$ cat config.mk
export PLATFORM = sky130hd
export DESIGN_NAME = coin_acceptor
export DESIGN_NICKNAME = d
export VERILOG_FILES = /design/src/rtl/coin_acceptor.sv
export SDC_FILE = /design/constraint.sdc
export NUM_CORES = 1
export LEC_CHECK = 0
export CORE_UTILIZATION = 25
export CTS_BUF_LIST = sky130_fd_sc_hd__clkbuf_16
export DETAILED_ROUTE_END_ITERATION = 16
export PLACE_DENSITY = 0.4
export REMOVE_ABC_BUFFERS = 1
export SLEW_MARGIN = 30
export SYNTH_ARGS = -nofsm -noshare
export SYNTH_HDL_FRONTEND = slang
export SYNTH_SLANG_ARGS = --single-unit
$ cat constraint.sdc
create_clock -name clk -period 3.52 [get_ports clk]
set_clock_uncertainty 0.1 [all_clocks]
set_input_delay 0.704 -clock clk [delete_from_list [all_inputs] [get_ports clk]]
set_output_delay 0.704 -clock clk [all_outputs]
set_load 0.02 [all_outputs]
$ cat src/rtl/coin_acceptor.sv
// coin_acceptor
// Front end of the vending machine. It debounces the raw coin-slot sensor,
// decodes the denomination, accumulates credit and tells the controller
// (via a one-cycle `coin` pulse) when a full price has been paid. The
// controller's `vend_done` acknowledge deducts the price. `cancel` refunds
// whatever credit remains.
//
// Optional feature: define COIN_TIMEOUT_EN to add an idle timer. When the
// timer expires it refunds unclaimed credit, exactly as if cancel had been
// pressed. Without the macro, credit is held indefinitely.
//
// Ports
//   clk            in   system clock, rising edge
//   reset          in   synchronous, active-high
//   coin_sense     in   raw coin-slot sensor level (may bounce)
//   coin_value     in   denomination: 00=1, 01=2, 10=5, 11=invalid
//   cancel         in   user cancel request (level)
//   vend_done      in   one-cycle acknowledge from the controller
//   coin           out  one-cycle pulse: credit has reached PRICE
//   credit         out  current credit (registered)
//   refund         out  one-cycle pulse: pay out refund_amount
//   refund_amount  out  refund value while refund=1, otherwise 0
//   reject         out  one-cycle pulse: invalid code or credit overflow
module coin_acceptor #(
  parameter int DEBOUNCE_CYCLES = 4,
  parameter int PRICE           = 3,
  parameter int MAX_CREDIT      = 15,
  parameter int CREDIT_W        = 4,
  parameter int TIMEOUT_CYCLES  = 1000
) (
  input  logic                clk,
  input  logic                reset,
  input  logic                coin_sense,
  input  logic [1:0]          coin_value,
  input  logic                cancel,
  input  logic                vend_done,
  output logic                coin,
  output logic [CREDIT_W-1:0] credit,
  output logic                refund,
  output logic [CREDIT_W-1:0] refund_amount,
  output logic                reject
);

  localparam int CNT_W = (DEBOUNCE_CYCLES < 2) ? 1 : $clog2(DEBOUNCE_CYCLES + 1);
  // The extra bits hold credit + 5 without wrapping, for the overflow test.
  localparam int SUM_W = CREDIT_W + 3;

  typedef enum logic [1:0] {
    S_IDLE     = 2'd0,
    S_DEBOUNCE = 2'd1,
    S_RELEASE  = 2'd2
  } state_t;

  state_t              state_q, state_d;
  logic [CNT_W-1:0]    cnt_q, cnt_d;
  logic [1:0]          code_q, code_d;
  logic                armed_q, armed_d;
  logic [CREDIT_W-1:0] credit_q, credit_d;
  logic                coin_q, coin_d;
  logic                refund_q, refund_d;
  logic [CREDIT_W-1:0] amount_q, amount_d;
  logic                reject_q, reject_d;

  logic                accept;
  logic                timeout_fire;
  logic [CREDIT_W-1:0] credit_v;
  logic                armed_v;
  logic [SUM_W-1:0]    sum;

  function automatic logic [SUM_W-1:0] coin_units(input logic [1:0] code);
    case (code)
      2'b00:   coin_units = SUM_W'(1);
      2'b01:   coin_units = SUM_W'(2);
      2'b10:   coin_units = SUM_W'(5);
      default: coin_units = '0;
    endcase
  endfunction

  function automatic logic fits_ceiling(input logic [SUM_W-1:0] total);
    fits_ceiling = (total <= SUM_W'(MAX_CREDIT));
  endfunction

  // Debounce FSM and credit datapath, next-state
  always_comb begin
    state_d  = state_q;
    cnt_d    = cnt_q;
    code_d   = code_q;
    accept   = 1'b0;

    case (state_q)
      S_IDLE: begin
        if (coin_sense) begin
          state_d = S_DEBOUNCE;
          cnt_d   = CNT_W'(1);
          code_d  = coin_value;
        end
      end
      S_DEBOUNCE: begin
        if (!coin_sense) begin
          state_d = S_IDLE;
          cnt_d   = '0;
        end else if (int'(cnt_q) + 1 >= DEBOUNCE_CYCLES) begin
          // This sample completes the high run, so the coin is accepted now.
          accept  = 1'b1;
          state_d = S_RELEASE;
          cnt_d   = '0;
        end else begin
          cnt_d = cnt_q + CNT_W'(1);
        end
      end
      S_RELEASE: begin
        // A coin held in the slot is counted only once.
        if (!coin_sense) state_d = S_IDLE;
      end
      default: state_d = S_IDLE;
    endcase

    // Same-cycle priority: the vend deduction comes first, then the coin is
    // added, and then cancel refunds whatever credit results.
    credit_v = credit_q;
    armed_v  = armed_q;
    if (vend_done && armed_q) begin
      credit_v = credit_v - CREDIT_W'(PRICE);
      armed_v  = 1'b0;
    end

    reject_d = 1'b0;
    sum      = {3'b000, credit_v} + coin_units(code_q);
    if (accept) begin
      if (code_q == 2'b11 || !fits_ceiling(sum)) begin
        reject_d = 1'b1;
      end else begin
        credit_v = sum[CREDIT_W-1:0];
      end
    end

    refund_d = 1'b0;
    amount_d = '0;
    if ((cancel || timeout_fire) && credit_v != '0) begin
      refund_d = 1'b1;
      amount_d = credit_v;
      credit_v = '0;
      armed_v  = 1'b0;
    end

    // The pulse is produced once per price reached. armed holds it off until
    // the controller acknowledges with vend_done.
    coin_d = 1'b0;
    if (!refund_d && !armed_v && credit_v >= CREDIT_W'(PRICE)) begin
      coin_d  = 1'b1;
      armed_v = 1'b1;
    end

    credit_d = credit_v;
    armed_d  = armed_v;
  end

`ifdef COIN_TIMEOUT_EN
  localparam int IDLE_W = $clog2(TIMEOUT_CYCLES + 1);

  logic [IDLE_W-1:0] idle_q, idle_d;

  assign timeout_fire = (int'(idle_q) == TIMEOUT_CYCLES);

  // The timer runs only while credit is waiting to reach the price
  // (credit>0, armed=0). Any activity restarts it.
  always_comb begin
    idle_d = '0;
    if (!(accept || vend_done || cancel || timeout_fire) &&
        credit_q != '0 && !armed_q) begin
      idle_d = idle_q + IDLE_W'(1);
    end
  end

  always_ff @(posedge clk) begin
    if (reset) idle_q <= '0;
    else       idle_q <= idle_d;
  end
`else
  // With the feature compiled out the timeout never fires. The parameter
  // stays referenced so the parameter list is identical in both builds.
  assign timeout_fire = (TIMEOUT_CYCLES < 0);
`endif

  // State and output registers
  always_ff @(posedge clk) begin
    if (reset) begin
      state_q  <= S_IDLE;
      cnt_q    <= '0;
      armed_q  <= 1'b0;
      credit_q <= '0;
      coin_q   <= 1'b0;
      refund_q <= 1'b0;
      amount_q <= '0;
      reject_q <= 1'b0;
    end else begin
      state_q  <= state_d;
      cnt_q    <= cnt_d;
      armed_q  <= armed_d;
      credit_q <= credit_d;
      coin_q   <= coin_d;
      refund_q <= refund_d;
      amount_q <= amount_d;
      reject_q <= reject_d;
    end
    code_q <= code_d;
  end

  assign coin          = coin_q;
  assign credit        = credit_q;
  assign refund        = refund_q;
  assign refund_amount = amount_q;
  assign reject        = reject_q;

endmodule

==> results_dict.tcl, run 1 <==
set metrics [dict create \
    status "finished, final reports clean" \
    via_count 850 \
    setup_viol 0 \
    grt-ovfl-total 0 \
    gp_congestion 0.7028 \
    vias_per_cell 4.450 \
    ys_ff_latch 19 \
    ioPinCount 18 \
    cts-root-buf "clkbuf_16" \
    slowest_stage "clkdlybuf4s50_1" \
    first_pass_iters 4 \
    cp_num_buf_inv 2 \
    htree_levels 1 \
    diodes 0 \
    post-route-period-util_pct 93.87 \
    grt_pass1_vias 819 \
    synthFlopType "dfxtp_1" \
    design_area_sq_um 1433 \
    num-nets-final 155 \
    core_area_sq_um 4058 \
    path_class "in -> reg" \
    wirelength_um 2213 \
    synth_enable_flop_cells 2 \
    hold_viol 0 \
    maxCapViolCount 0 \
    numPortBuffers 17 \
    critPathMaxFanout 6 \
    insertion_delay_ps 250 \
    syn2layout_area_growth_pct 32.83 \
    fillers 410 \
    synth_seq_area_share_pct 37.12 \
    drt_iter0_markers 19 \
    relSlewSlack_pct 70.73 \
    antenna_found_initial 0 \
    p_leak_nw 0.6128 \
    routedWlPerCell_um 11.59 \
    hpwlAfterDp_um 1836 \
    drc 0 \
    fmax_ghz 0.3026 \
    die_area_sq_um 4581 \
    track_usage_pct 11.12 \
    post_cts_buffers 0 \
    critPathLaunchType "primary input" \
    grt_max_degree 12 \
    cts.sinks 19 \
    r2r_slack_ps 610 \
    setup_tns_ps 0 \
    synth_area_sq_um 1079 \
    synthCells 116 \
    hp-class "reg -> reg" \
    slowest_delay_ps 530 \
    num_rows 23 \
    cts_max_path_buffers 2 \
    cts.clk_slew.worst_paths_ps 60 \
    yosysMostFrequentCell "dfxtp_1" \
    initial_core_util_pct 26.58 \
    die_y_um 67.68 \
    crit_required_ps 3550 \
    ant_nets 0 \
    powerDensity_nw_per_um2 339.5 \
    synth_common_cells "dfxtp_1, nor2_1, inv_1, nor2b_1, nand2_1" \
    cp_cell_sequence "clkdlybuf4s50_1, nand2_1, xnor2_2, ha_1, inv_1, fa_1, o21bai_1, o221ai_4, nand4b_4, mux2i_1, o21ai_0, o2bb2ai_1" \
    period_minus_slack_ps 3304 \
    grt_pass1_wl_um 3698 \
    yosys_warnings 0 \
    final_max_slew_viol_count 0 \
    ys_types 40 \
    final_layout_size_suffix_gt1_share_pct 12.77 \
    cts_tree "built" \
    critPathCaptureType "register" \
    grt_setup_unrepaired "false" \
    tightestPinTransition_ps 437.0 \
    synth_area_leader_cell "dfxtp_1" \
    async_flop_share_pct 0 \
    place_area_sq_um 1345 \
    yosys-top-cells-area "dfxtp_1, ha_1, edfxtp_1" \
    path_delay_family "adder cells" \
    syn_avg_cell_area_sq_um 9.298 \
    worstPathArrival_ps 3340 \
    synth_top_area_share_pct 31.55 \
    die_w_um 67.68 \
    ir_drop_uv 244.4 \
    cts_buffers 3 \
]
==> power by group <==
group / leakage (nW) / total, mW / switching (mW) / internal (mW)
clock: 0.0409 / 0.234 / 0.0817 / 0.152
sequential: 0.157 / 0.226 / 0.00400 / 0.222
combinational: 0.415 / 0.0262 / 0.0127 / 0.0136
==> cells by family after synthesis <==
| group | Yosys count | synth area share (%) |
|---|---|---|
| AND/OR/NAND/NOR | 45 | 23.78 |
| AO/OA/AOI/OAI | 22 | 15.89 |
| flip-flops | 19 | 37.12 |
| buffers and inverters | 14 | 5.568 |
| XOR/XNOR | 6 | 6.148 |
| adder cells (fa/ha/maj) | 6 | 7.657 |
| multiplexers | 4 | 3.828 |
==> path summary, 6_finish.rpt <==
check / to / depth (start not counted) / start
worst max-delay path: armed_q$_SDFF_PP0_ / 12 / vend_done
worst min-delay path: cnt_q[1]$_SDFFE_PP0P_ / 2 / cnt_q[1]$_SDFFE_PP0P_
worst max register to register: armed_q$_SDFF_PP0_ / 11 / credit[0]$_SDFF_PP0_
worst min register to register: cnt_q[1]$_SDFFE_PP0P_ / 2 / cnt_q[1]$_SDFFE_PP0P_
==> state kept, by name, indices dropped and copies added (netlist names) <==
| name | count |
|---|---|
| code_q | 2 |
| state_q | 2 |
| refund | 1 |
| credit | 4 |
| refund_amount | 4 |
| coin | 1 |
| cnt_q | 3 |
| reject | 1 |
| armed_q | 1 |
==> metal layers <==
metal	track usage, %	up-vias	share of wire, %
met3	3.547	0	4.6
met4	2.394	0	0
met2	20.42	20	50
met1	12.26	383	46
li1	-	447	-
met5	0	-	0
==> final cells by class <==
cell class | count | area (sq um) | share of cell area (%)
Inverter | 11 | 41.29 | 2.882
Tap cell | 50 | 62.56 | 4.367
Clock inverter | 1 | 5.005 | 0.3493
Multi-Input combinational cell | 83 | 625.6 | 43.67
Sequential cell | 19 | 400.4 | 27.95
Clock buffer | 3 | 75.07 | 5.240
Timing Repair Buffer | 24 | 222.7 | 15.55
==> layout by cell type, fill, tap and decap left out, types with 2 or more instances in the layout <==
master	instances
dfxtp_1	17
clkdlybuf4s50_1	17
nor2_1	15
inv_1	11
nor2b_1	8
buf_4	7
nand2_1	6
a21oi_1	5
nor3b_1	5
ha_1	5
xnor2_1	4
o21ai_0	3
mux2i_1	3
clkbuf_16	3
nand2b_1	2
and2_1	2
o21ai_1	2
edfxtp_1	2
==> what timing repair did <==
action	4_1_cts	5_1_grt
setup endpoints to repair	0	2
gates resized for setup	0	1
hold buffers	0	0
==> worst register-to-register path, stage by stage (launching register included) <==
cell and delay (ps):
dfxtp_1 450, ha_1 190, and3b_1 200, xnor2_1 190
inv_1 70, ha_1 230, a21o_1 190, o221ai_4 200
nand4b_4 180, o31a_1 370, a311oi_2 310, o2bb2ai_1 110
==> through the flow <==
step | setup slack (ps) | cells | total power, mW | hold slack [ps] | utilization (%)
final | 215.7 | 191 | 0.4864 | 395.2 | 35.31
after global routing | 63.42 | 191 | 0.5050 | 424.8 | 35.31
after CTS | 133.6 | 191 | 0.4955 | 395.8 | 35.12
after detailed placement | -105.9 | 187 | 0.2576 | 387.6 | 33.15
after global placement | -119.5 | 187 | 0.2574 | 383.5 | 33.15
after floorplan | 598.8 | 113 | 0.2443 | 360.1 | -
No activity file was read; power rests on OpenSTA's default activity.
==> run 2, diff against run 1 <==
==> constraint.sdc (replaced) <==
create_clock -name clk -period 3.7 [get_ports clk]
set_clock_uncertainty 0.1 [all_clocks]
set_input_delay 0.74 -clock clk [delete_from_list [all_inputs] [get_ports clk]]
set_output_delay 0.74 -clock clk [all_outputs]
set_load 0.02 [all_outputs]
==> results_dict.tcl, run 2 (synthesized netlist as in run 1, its figures left out) <==
set metrics [dict create \
    status "finished, final reports clean" \
    hpwlAfterDp_um 1773 \
    setup_viol 0 \
    whs_endpoint "cnt_q[1]$_SDFFE_PP0P_" \
    tightestPinTransition_ps 597.7 \
    grt_pass1_wl_um 3650 \
    fmax_ghz 0.2876 \
    cts_buffers 3 \
    cts_resized 0 \
    num-nets-final 149 \
    die_w_um 67.68 \
    final_max_slew_viol_count 0 \
    rr_startpoint "credit[0]$_SDFF_PP0_" \
    whs_path_depth 2 \
    grt_max_degree 12 \
    drc 0 \
    final_cell_mix "dfxtp_1, clkdlybuf4s50_1, nor2_1" \
    design_area_sq_um 1380 \
    place_area_sq_um 1300 \
    diodes 0 \
    grt_pass1_vias 826 \
    finalCoreUtilization_pct 34.01 \
    ioPinCount 18 \
    cts.sinks 19 \
    relSlewSlack_pct 60.07 \
    slowest_delay_ps 520 \
    via_count 822 \
    crit_required_ps 3730 \
    wirelength_um 2103 \
    cts_max_path_buffers 2 \
    holdBufCountCts 0 \
    cts-root-buf "clkbuf_16" \
    drt_iter0_markers 29 \
    hp-class "reg -> reg" \
    vias_per_cell 4.443 \
    htree_levels 1 \
    reg2reg_to "armed_q$_SDFF_PP0_" \
    critPathMaxFanout 9 \
    initial_core_util_pct 26.58 \
    ant_nets 0 \
    routedWlPerCell_um 11.37 \
    syn2layout_area_growth_pct 27.96 \
    cts_tree "built" \
    slowest_stage "clkdlybuf4s50_1" \
    die_area_sq_um 4581 \
    cts.clk_slew.worst_paths_ps 50 \
    r2r_slack_ps 590 \
    worstPathArrival_ps 3510 \
    first_pass_iters 3 \
    core_area_sq_um 4058 \
    num_rows 23 \
    track_usage_pct 11.06 \
    antenna_found_initial 0 \
    die_y_um 67.68 \
    numPortBuffers 17 \
    maxCapViolCount 0 \
    powerDensity_nw_per_um2 333.6 \
    setup_tns_ps 0 \
    grt_setup_unrepaired "false" \
    p_leak_nw 0.5748 \
    hp-start "cnt_q[1]$_SDFFE_PP0P_" \
    critPathLaunchType "primary input" \
    ir_drop_uv 200.9 \
    grt-ovfl-total 0 \
    critPathCaptureType "register" \
    hold_viol 0 \
    insertion_delay_ps 250 \
    gp_congestion 0.7318 \
    period_minus_slack_ps 3477 \
    cp_cell_sequence "clkdlybuf4s50_1, and3b_1, xnor2_1, inv_1, ha_1, a21o_1, o221ai_4, nand4b_4, o31a_1, a311oi_2, o2bb2ai_1" \
    r2r_cells 11 \
    final_layout_size_suffix_gt1_share_pct 8.148 \
    path_class "in -> reg" \
    post-route-period-util_pct 93.96 \
    post_cts_buffers 0 \
]
run 2: changes by cell type in the layout (fill, tap and decap cells not counted):
| cell | delta |
|---|---|
| xnor2_1 | +1 |
| buf_4 | -6 |
| xnor2_2 | -1 |
run 2: metal layers:
metal	routed length [um]	vias to the layer above	GRT usage [%]
li1	-	434	-
met5	0	-	0
met3	102	0	3.547
met4	0	0	2.394
met1	932	372	12.20
met2	1069	16	20.30
run 2: stage by stage:
stage | total power, mW | std cells | worst slack (ps) | hold WS [ps]
finish | 0.4604 | 185 | 223.4 | 393.9
CTS | 0.4697 | 185 | 217.6 | 399.3
detailed placement | 0.2448 | 181 | -34.63 | 391.3
global placement | 0.2450 | 181 | -66.74 | 384.3
floorplan | 0.2324 | 113 | 742.8 | 360.1
global route | 0.4836 | 185 | 28.79 | 419.8
run 2: worst max-delay path by stage:
stage              start                  to  slack, ps  depth (start not counted)
6_report       vend_done  armed_q$_SDFF_PP0_        220                         11
5_1_grt        vend_done  armed_q$_SDFF_PP0_         30                         11
2_1_floorplan  vend_done  armed_q$_SDFF_PP0_        740                         10
3_5_place_dp   vend_done  armed_q$_SDFF_PP0_        -30                         11
4_1_cts        vend_done  armed_q$_SDFF_PP0_        220                         11
3_3_place_gp   vend_done  armed_q$_SDFF_PP0_        -70                         11
run 2: layout make-up:
| cell class | instances | area [sq um] |
|---|---|---|
| repair buffers | 18 | 177.7 |
| clock inverters | 1 | 5.005 |
| fillers | 419 | 2678 |
| flip-flops and latches | 19 | 400.4 |
| multi-input cells | 83 | 618.1 |
| well taps | 50 | 62.56 |
| clock buffers | 3 | 75.07 |
| inverters | 11 | 41.29 |
run 2: critical path, delay by kind of cell:
family,cells,cell delay (ps)
AOI/OAI and AO/OA,5,1200
buffers and inverters,2,600
and+or+nand+nor,2,500
adders and majority gates,1,240
xor gates and xnor gates,1,230
run 2: power breakdown:
part           total [mW]  internal [mW]  switching [mW]  leakage (nW)
combinational      0.0249         0.0129          0.0120         0.377
sequential          0.215          0.211         0.00362         0.157
clock               0.220          0.145          0.0757        0.0409
total               0.460          0.369          0.0913         0.575
